### config.mk
export PLATFORM = sky130hd
export DESIGN_NAME = ddr4_rank_cmd_sched
export DESIGN_NICKNAME = d
export VERILOG_FILES = /design/src/rtl/ddr4_rank_cmd_sched.sv
export SDC_FILE = /design/constraint.sdc
export NUM_CORES = 1
export LEC_CHECK = 0
export ABC_AREA = 1
export CORE_MARGIN = 1.5
export CORE_UTILIZATION = 35
export DETAILED_ROUTE_END_ITERATION = 8
export HOLD_SLACK_MARGIN = 0.12
export PLACE_DENSITY = 0.52
export SETUP_SLACK_MARGIN = 0.2
export SYNTH_ARGS = -nofsm -noshare
export SYNTH_HDL_FRONTEND = slang
export SYNTH_SLANG_ARGS = --single-unit
### constraint.sdc
create_clock -name clk -period 6.42 [get_ports clk]
set_input_delay 0.963 -clock clk [delete_from_list [all_inputs] [get_ports clk]]
set_output_delay 0.963 -clock clk [all_outputs]
set_load 0.02 [all_outputs]
### src/rtl/ddr4_rank_cmd_sched.sv
// DDR4 single-rank command sequencer: power-up/init (RESET_n, CKE, MRS x7, ZQCL), periodic
// PREA+REF refresh, and valid/ready forwarding of single ACT/RD/WR/PRE commands to the side-A bus.
module ddr4_rank_cmd_sched #(
  parameter int          MC_ABITS      = 18,
  parameter int          MC_BANK_WIDTH = 2,
  parameter int          MC_BANK_GROUP = 2,
  parameter int          T_RESET       = 200,
  parameter int          T_CKE         = 500,
  parameter int          T_XPR         = 64,
  parameter int          T_MRD         = 8,
  parameter int          T_MOD         = 24,
  parameter int          T_ZQINIT      = 1024,
  parameter int          T_REFI        = 7800,
  parameter int          T_RP          = 16,
  parameter int          T_RFC         = 350,
  parameter logic [13:0] MR0           = 14'h0,
  parameter logic [13:0] MR1           = 14'h0,
  parameter logic [13:0] MR2           = 14'h0,
  parameter logic [13:0] MR3           = 14'h0,
  parameter logic [13:0] MR4           = 14'h0,
  parameter logic [13:0] MR5           = 14'h0,
  parameter logic [13:0] MR6           = 14'h0
) (
  input  logic                     clk,
  input  logic                     rst,
  input  logic                     cmd_valid,
  output logic                     cmd_ready,
  input  logic [1:0]               cmd_type,
  input  logic [MC_BANK_GROUP-1:0] cmd_bg,
  input  logic [MC_BANK_WIDTH-1:0] cmd_ba,
  input  logic [MC_ABITS-1:0]      cmd_addr,
  output logic                     ddr_reset_n,
  output logic                     ddr_cke,
  output logic                     ddr_cs_n,
  output logic                     ddr_act_n,
  output logic [MC_ABITS-1:0]      ddr_addr,
  output logic [MC_BANK_WIDTH-1:0] ddr_ba,
  output logic [MC_BANK_GROUP-1:0] ddr_bg,
  output logic                     ddr_odt,
  output logic                     ddr_par,
  output logic                     init_done,
  output logic                     ref_overrun
);
  typedef enum logic [2:0] {RST_HOLD, CKE_LOW, XPR, MRS, ZQ, IDLE, PREA, REF} state_t;

  function automatic int max_of(input int a, input int b);
    return (a > b) ? a : b;
  endfunction

  localparam int WAIT_MAX = max_of(max_of(max_of(T_RESET, T_CKE), max_of(T_XPR, T_MRD)),
                                   max_of(max_of(T_MOD, T_ZQINIT), max_of(T_RP, T_RFC)));
  localparam int CW = $clog2(WAIT_MAX + 1);
  localparam int RW = $clog2(T_REFI + 1);

  // Opcodes carried on A16..A14 by the non-ACT commands.
  localparam logic [2:0] OP_MRS = 3'b000, OP_REF = 3'b001, OP_PRE = 3'b010;
  localparam logic [2:0] OP_WR = 3'b100, OP_RD = 3'b101, OP_ZQ = 3'b110;

  // Mode registers go out in the order MR3, MR6, MR5, MR4, MR2, MR1, MR0.
  function automatic logic [2:0] mr_num(input logic [2:0] pos);
    case (pos)
      3'd0:    return 3'd3;
      3'd1:    return 3'd6;
      3'd2:    return 3'd5;
      3'd3:    return 3'd4;
      3'd4:    return 3'd2;
      3'd5:    return 3'd1;
      default: return 3'd0;
    endcase
  endfunction

  function automatic logic [13:0] mr_payload(input logic [2:0] num);
    case (num)
      3'd1:    return MR1;
      3'd2:    return MR2;
      3'd3:    return MR3;
      3'd4:    return MR4;
      3'd5:    return MR5;
      3'd6:    return MR6;
      default: return MR0;
    endcase
  endfunction

  state_t                   state_reg, state_next;
  logic [CW-1:0]            cnt_reg, cnt_next, wait_len;
  logic [2:0]               mrs_pos_reg, mrs_pos_next;
  logic [RW-1:0]            refi_cnt_reg, refi_cnt_next;
  logic                     ref_pending_reg, ref_pending_next;
  logic                     wait_done, accept, refi_expire, ref_clear, init_done_next;
  logic                     is_cmd, act_n_next, odt_next, par_next, ready_next;
  logic [MC_ABITS-1:0]      addr_next;
  logic [MC_BANK_WIDTH-1:0] ba_next;
  logic [MC_BANK_GROUP-1:0] bg_next;
  logic [MC_BANK_WIDTH:0]   mr_sel;

  assign accept           = cmd_valid & cmd_ready;
  assign wait_done        = (cnt_reg == wait_len - 1'b1);
  assign refi_expire      = init_done && (refi_cnt_reg == RW'(T_REFI - 1));
  assign ref_clear        = (state_reg == REF) && wait_done;
  assign ref_pending_next = refi_expire | (ref_pending_reg & ~ref_clear);
  assign init_done_next   = init_done | ((state_reg == ZQ) && wait_done);
  assign refi_cnt_next    = (!init_done || refi_expire) ? '0 : refi_cnt_reg + 1'b1;

  always_comb begin
    wait_len = '0;
    case (state_reg)
      RST_HOLD: wait_len = CW'(T_RESET);
      CKE_LOW:  wait_len = CW'(T_CKE);
      XPR:      wait_len = CW'(T_XPR);
      MRS:      wait_len = (mrs_pos_reg == 3'd6) ? CW'(T_MOD) : CW'(T_MRD);
      ZQ:       wait_len = CW'(T_ZQINIT);
      PREA:     wait_len = CW'(T_RP);
      REF:      wait_len = CW'(T_RFC);
      default:  wait_len = '0;
    endcase
  end

  always_ff @(posedge clk or posedge rst) begin
    if (rst) begin
      state_reg       <= RST_HOLD;
      cnt_reg         <= '0;
      mrs_pos_reg     <= '0;
      refi_cnt_reg    <= '0;
      ref_pending_reg <= 1'b0;
    end else begin
      state_reg       <= state_next;
      cnt_reg         <= cnt_next;
      mrs_pos_reg     <= mrs_pos_next;
      refi_cnt_reg    <= refi_cnt_next;
      ref_pending_reg <= ref_pending_next;
    end
  end

  always_comb begin
    state_next   = state_reg;
    mrs_pos_next = mrs_pos_reg;
    cnt_next     = cnt_reg + 1'b1;
    case (state_reg)
      RST_HOLD: if (wait_done) state_next = CKE_LOW;
      CKE_LOW:  if (wait_done) state_next = XPR;
      XPR:      if (wait_done) state_next = MRS;
      MRS: begin
        if (wait_done) begin
          if (mrs_pos_reg == 3'd6) state_next = ZQ;
          else                     mrs_pos_next = mrs_pos_reg + 3'd1;
        end
      end
      ZQ:       if (wait_done) state_next = IDLE;
      IDLE:     if (ref_pending_reg) state_next = PREA;
      PREA:     if (wait_done) state_next = REF;
      REF:      if (wait_done) state_next = IDLE;
      default:  state_next = RST_HOLD;
    endcase
    // Every slot restarts its span counter, so a command always lands on count zero.
    if (wait_done || state_next != state_reg || state_next == IDLE) cnt_next = '0;
  end

  always_comb begin
    is_cmd     = 1'b0;
    act_n_next = 1'b1;
    addr_next  = '0;
    ba_next    = '0;
    bg_next    = '0;
    odt_next   = 1'b0;
    mr_sel     = (MC_BANK_WIDTH + 1)'(mr_num(mrs_pos_next));
    if (cnt_next == '0) begin
      case (state_next)
        MRS: begin
          is_cmd                   = 1'b1;
          addr_next[13:0]          = mr_payload(mr_num(mrs_pos_next));
          addr_next[16:14]         = OP_MRS;
          ba_next                  = mr_sel[MC_BANK_WIDTH-1:0];
          bg_next[0]               = mr_sel[MC_BANK_WIDTH];
        end
        ZQ:   begin is_cmd = 1'b1; addr_next[16:14] = OP_ZQ;  addr_next[10] = 1'b1; end
        PREA: begin is_cmd = 1'b1; addr_next[16:14] = OP_PRE; addr_next[10] = 1'b1; end
        REF:  begin is_cmd = 1'b1; addr_next[16:14] = OP_REF; end
        default: ;
      endcase
    end
    if (accept) begin
      is_cmd   = 1'b1;
      ba_next  = cmd_ba;
      bg_next  = cmd_bg;
      odt_next = (cmd_type == 2'd2);
      if (cmd_type == 2'd0) begin
        act_n_next = 1'b0;
        addr_next  = cmd_addr;
      end else begin
        addr_next[13:0]  = cmd_addr[13:0];
        addr_next[16:14] = (cmd_type == 2'd1) ? OP_RD : (cmd_type == 2'd2) ? OP_WR : OP_PRE;
      end
    end
    par_next   = is_cmd & (^{act_n_next, addr_next, ba_next, bg_next});
    ready_next = (state_next == IDLE) && !ref_pending_next && !accept;
  end

  always_ff @(posedge clk or posedge rst) begin
    if (rst) begin
      ddr_reset_n <= 1'b0;
      ddr_cke     <= 1'b0;
      ddr_cs_n    <= 1'b1;
      ddr_act_n   <= 1'b1;
      ddr_addr    <= '0;
      ddr_ba      <= '0;
      ddr_bg      <= '0;
      ddr_odt     <= 1'b0;
      ddr_par     <= 1'b0;
      init_done   <= 1'b0;
      cmd_ready   <= 1'b0;
      ref_overrun <= 1'b0;
    end else begin
      ddr_reset_n <= (state_next != RST_HOLD);
      ddr_cke     <= (state_next != RST_HOLD) && (state_next != CKE_LOW);
      ddr_cs_n    <= ~is_cmd;
      ddr_act_n   <= act_n_next;
      ddr_addr    <= addr_next;
      ddr_ba      <= ba_next;
      ddr_bg      <= bg_next;
      ddr_odt     <= odt_next;
      ddr_par     <= par_next;
      init_done   <= init_done_next;
      cmd_ready   <= ready_next;
      ref_overrun <= refi_expire & ref_pending_reg;
    end
  end
endmodule

======== After elaboration in Yosys (flattened, before gate mapping) ========
Cells that the tools add are included.
Widths: inputs -> output; s select.
word-level totals
  register bits ........................... 62
  bits of input ports ..................... 27
  output and inout port bits .............. 31
  word-level logic and storage cells ...... 111
cells by class
  add/sub/neg operators ................... 4
  eq/ne operators ......................... 24
  multiplexer cells ....................... 37
  bitwise gates (word level) .............. 8
  reduce and logical (&&, ||, !) cells .... 21
operator list
  kind                   number
  $pmux 11 s7            1
  $mux 3                 13
  $mux 17                2
  $eq 3x3->1 const B     11
  $reduce_xor 23->1      1
  $pmux 3 s7             1
  $mux 18                1
  $pmux 3 s6             1
  $eq 3x2->1 const B     5
  $add 13x1->13 const B  1
  $eq 13x13->1 const B   1
  $mux 13                1
  $add 11x1->11 const B  1
  $eq 11x11->1           1
  $logic_not 11->1       1
  $mux 11                1
  $sub 11x1->11 const B  1
  $mux 1                 10
  $pmux 3 s3             1
  $mux 2                 4
  $eq 3x1->1 const B     2
  $logic_and 1x1->1      6
  $logic_not 3->1        2
  $mux 5                 1
  14 further kinds       24

======== Depth between registers and ports, before layout ========
  word-level depth ........................ 16
  depth in mapped cells ................... 34
  depth with buffers taken out ............ 34

======== Least setup slack after synthesis ========
No wires, ideal clock.
  kind .................................... register to register
  start ................................... register state_reg[2]
  end ..................................... register ddr_par
  arrival time ............................ 3274 ps
  data required time ...................... 6301 ps
  path slack .............................. 3027 ps
  cell stages (with the launch flop) ...... 33
  clock period less this slack ............ 3393 ps
  path through ............................ dfrtp_1 -> buf_2 -> nor2_2 -> nand2_1 -> inv_1 -> nor2_1 -> ha_1 -> xor2_1 -> nand3_1 -> nor2_2 -> nand3_2 -> nor2_4 -> nand3_2 -> nand2_1 -> inv_2 -> nor2_4 -> nand3_4 -> inv_2 -> nor2_4 -> nand2_4 -> nand2_4 -> nor2_8 -> nand3_2 -> nand2_2 -> nand2_1 -> nand2_1 -> nand3_1 -> nand2_1 -> nand2_1 -> nand2_1 -> nand3_1 -> nand2_1 -> nor2_1
between the ends
  longest elaborated chain between the ends .. 15
ends and longest elaborated chain
  what                                line      RTL
  start: declaration                  84        state_t state_reg, state_next;
  start signal: assignment            126       state_reg <= state_next;
  $eq 3x3->1 (tied with other cells)  106, 138
  $pmux 11 s7                         106       case (state_reg)
  $sub 11x1->11                       97        assign wait_done = (cnt_reg == wait_len - 1'b1);
  $eq 11x11->1                        97
  $mux 3 (tied with other cells)      148, 151
  $pmux 3 s7                          138       case (state_reg)
  $ne 3x3->1                          155       if (wait_done || state_next != state_reg || state_next == IDLE) cnt_next = '0;
  $logic_or 1x1->1 (2 in series)      155
  $mux 11                             155
  $logic_not 11->1                    166       if (cnt_next == '0) begin
  $mux 2 (*)                          166
  $mux 2 (*)                          181       if (accept) begin
  named net ba_next[0]                92        logic [MC_BANK_WIDTH-1:0] ba_next;
  $reduce_xor 23->1 (*)               194       par_next = is_cmd & (^{act_n_next, addr_next, ba_next, bg_next});
  $and 1x1->1 (*)                     194
  named net par_next                  90        logic is_cmd, act_n_next, odt_next, par_next, ready_next;
  end signal: assignment              221       ddr_par <= par_next;
  end: declaration                    40        output logic ddr_par,
The timed path passes the listed nets; every way through them passes the cells marked *.

======== Worst setup path after layout ========
  start ................................... register state_reg[1]
  end ..................................... register ddr_par
between the ends
  longest elaborated chain between the ends .. 15
ends and longest elaborated chain
  what                                      line
  $eq 3x3->1 (tied with other cells)        106, 138
  $pmux 11 s7                               106
  $sub 11x1->11                             97
  $eq 11x11->1                              97
  $mux 3 (tied with other cells)            148, 151
  $pmux 3 s7                                138
  $ne 3x3->1                                155
  $logic_or 1x1->1 (2 in series)            155
  $mux 11                                   155
  $logic_not 11->1                          166
  $mux 1 (tied with other cells)            166
  $mux 2 / $mux 18 (equally long branches)  181
  $reduce_xor 23->1                         194
  $and 1x1->1 (*)                           194
  named net par_next                        90
Marks and branches as above.

==> results by group <==
Yosys
  • Post-synthesis cell type count: 39
  • Post-Syn Area: 3630 sq um
  • Syn_nets: 505
  • Post-synth EDFFs: 0
  • YS warnings: 0
  • Post-Synthesis Cells: 470
  • Ys async rst share: 100%
  • Top FF cell, synth: dfrtp_1
  • Synth Register Bits: between 60 and 70
  • Post-synthesis sequential area ratio: 42.8%
  • Average size of a mapped cell: 7.72 sq um

Timing
  • Max transition margin: 38.6%
  • Max Clk Rate: 249 MHz
  • Setup_tns: 0 ps
  • Tmin final: 4020 ps
  • Least-Margin Pin Slew: 918 ps
  • Min Hold Slack: 474 ps
  • RSZ-0062 raised after global routing: no
  • Final WS setup: ~2400 ps
  • Final setup viols: 0
  • Final Hold Fails: 0
  • Max Clock Skew: around 7.4 ps
  • Count of pins over their slew limit: 0
  • Period utilization: 62.6%

Global routing
  • Initial antenna violation count: 0
  • Vias in the first global route: about 3000
  • GRT Resource Usage Total: 15.8%
  • Grt ovf: 0
  • First-pass GRT wire length: 13900 microns
  • Largest net degree at the start of global routing: 63

Clock tree
  • Hold-fix buffers at CTS: 0
  • Clock Sinks: between 60 and 70
  • Clk root buf: clkbuf_8
  • Post_cts resized: 0
  • CTS H-tree depth: 3
  • Setup bufs post-CTS: 0
  • Num CTS Buffers: 9
  • Clock Path Buffers: 2
  • Clock Latency Late Sink: 350 ps
  • Clk slew on worst S/H paths: 80 ps
  • CTS tree: built

Drt
  • Initial DRC count: 92
  • Pre-antenna DRT Iters: 4
  • Total wire length: between 8000 and 9000 microns
  • Via-to-Cell Ratio: 4.53
  • Routed len/inst: 12.0 microns
  • DRC viols: 0
  • Total number of vias: 3040
  • Post-DRT Antenna Nets: 0

Layout
  • Fillcell total: 1001
  • Multi-input logic area: 1690 sq um
  • Max reg flops: 18
  • Share of layout cells above drive strength 1: a little under an eighth
  • Final nets: 568
  • ANT cells: 0
  • Register Area: 1550 sq um
  • Cell area after layout: 4570 sq um
  • Area Growth Syn to Fin: 25.9%

Die
  • Die height: 105 microns
  • Rows: 36
  • I/O pin count: 58
  • Full die area: approximately 11000 sq um
  • Core ar.: between 9000 and 10000 sq um
  • Die W: 105 microns
  • Starting density of the core: between 30% and 40%

Power and ir drop
  • Pleak: approximately 0.0023 uW
  • PwrDens: around 180 nW/um^2
  • Peak supply drop: between 0.08 and 0.09 mV

Placement
  • Hpwl dp: 6060 microns
  • Gpl congestion: 0.883
  • PortBufs: 57
  • Setup WS pre-CTS: between 2000 and 2500 ps
  • Placed Area: 4340 sq um

Worst setup path
  • Most frequent CP cell: nand2_1
  • CP Max Fanout: 12
  • Kind of end point of the critical path: flip-flop
  • Data required, critical path: 6660 ps
  • CP max-delay cell: dfrtp_1
  • Crit Path Class: flip-flop to flip-flop
  • Max stage delay on crit path: 650 ps
  • WP data arrival: 4260 ps
  • CP Launch Type: flip-flop

Job
  • Max cap viols: 0

Run status
  • Status: finished, final reports clean

Min path
  • HP Class: flip-flop to flip-flop
==> worst paths after layout <==
kind	endpoint	cells after the start	from	slack (ps)
min in group asynchronous	ddr_addr[6]$_DFF_PP0_	3	rst	1150
max in group asynchronous	cnt_reg[2]$_DFF_PP0_	3	rst	4740
worst min register to register	refi_cnt_reg[0]$_DFF_PP0_	1	refi_cnt_reg[0]$_DFF_PP0_	470
worst max register to register	ddr_par$_DFF_PP0_	29	state_reg[1]$_DFF_PP0_	2400
worst max-delay path	ddr_par$_DFF_PP0_	29	state_reg[1]$_DFF_PP0_	2400
worst min-delay path	refi_cnt_reg[0]$_DFF_PP0_	1	refi_cnt_reg[0]$_DFF_PP0_	470
==> per-stage QoR <==
| stage | utilization, % | power [uW] | instances |
|---|---|---|---|
| after floorplan | - | 408 | 470 |
| after global placement | 43.8 | 428 | 655 |
| after detailed placement | 43.8 | 427 | 655 |
| after CTS | 46.1 | 826 | 671 |
| after global routing | 46.1 | 844 | 671 |
| final | 46.1 | 812 | 671 |
==> Yosys cell counts, types with 2 or more instances <==
cell type	n	area, sq um
nor3_1	9	45.0
a21oi_1	11	55.1
o21a_1	2	15.0
inv_2	8	30.0
nand3b_1	2	15.0
inv_1	83	312
o21ai_0	10	50.1
nor2_2	4	25.0
nor2_1	63	236
nand2_1	100	375
clkbuf_1	4	15.0
xor2_1	8	70.1
nand2_4	3	33.8
nand2_2	6	37.5
nor2_4	4	45.0
a31oi_1	2	12.5
nand3_2	10	100
o211ai_1	3	22.5
dfstp_2	2	52.6
o21ai_1	4	20.0
clkinv_1	3	11.3
nor3b_1	5	37.5
dfrtp_1	60	1500
nand4_1	8	50.1
a211oi_1	2	15.0
nand3_4	2	35.0
xnor2_1	7	61.3
ha_1	8	100
nand3_1	27	135
==> layout by cell type (no fill, tap or decap), types with 3 or more instances in the layout <==
cell type and count:
nand4_1 8, clkbuf_8 9, clkinv_1 3, o211ai_1 3
nor3_1 9, inv_1 82, nor2_2 4, nor3b_1 5
nand3_1 27, nand3_2 10, dfrtp_1 60, a21oi_1 11
o21ai_1 4, nand2_1 100, inv_2 9, xnor2_1 7
xor2_1 8, o21ai_0 10, nor2_4 4, nor2_1 63
ha_1 8, clkdlybuf4s50_1 57, nand2_2 6, nand2_4 3
==> per-layer routing <==
layer	GRT usage, %	routed length, microns
met5	0	0
met4	5.58	112
met3	4.12	279
met2	26.0	3800
met1	20.1	3850
==> power breakdown <==
group | switching (uW) | internal [uW] | leakage [uW]
Combinational | 12.8 | 15.8 | 0.00133
Sequential | 0 | 390 | 0.000845
Clock | 173 | 220 | 0.000106
==> cell families after synthesis <==
| logic type | after synthesis | synth area share [%] |
|---|---|---|
| compound gates | 38 | 6.93 |
| xor+xnor | 15 | 3.62 |
| fa+ha+maj | 8 | 2.76 |
| buf+inv | 101 | 10.7 |
| flops | 62 | 42.8 |
| simple gates | 246 | 33.2 |
==> critical path: cells and delay by family (launching register included) <==
kind / cells / cell delay [ps]
buf+inv: 3 / 340
fa+ha+maj: 1 / 240
flops: 1 / 650
compound gates: 2 / 270
simple gates: 22 / 2240
xor+xnor: 1 / 140
==> layout make-up <==
type                       count  share of cell area, %
sequential                    62                   34.0
clock buffer                   9                   2.71
timing repair buffer          58                   12.7
inverter                      95                   7.87
multi-input combinational    307                   36.9
tap                          133                   3.64
clock inverter                 7                   2.14
No activity file was read; power rests on OpenSTA's default activity.
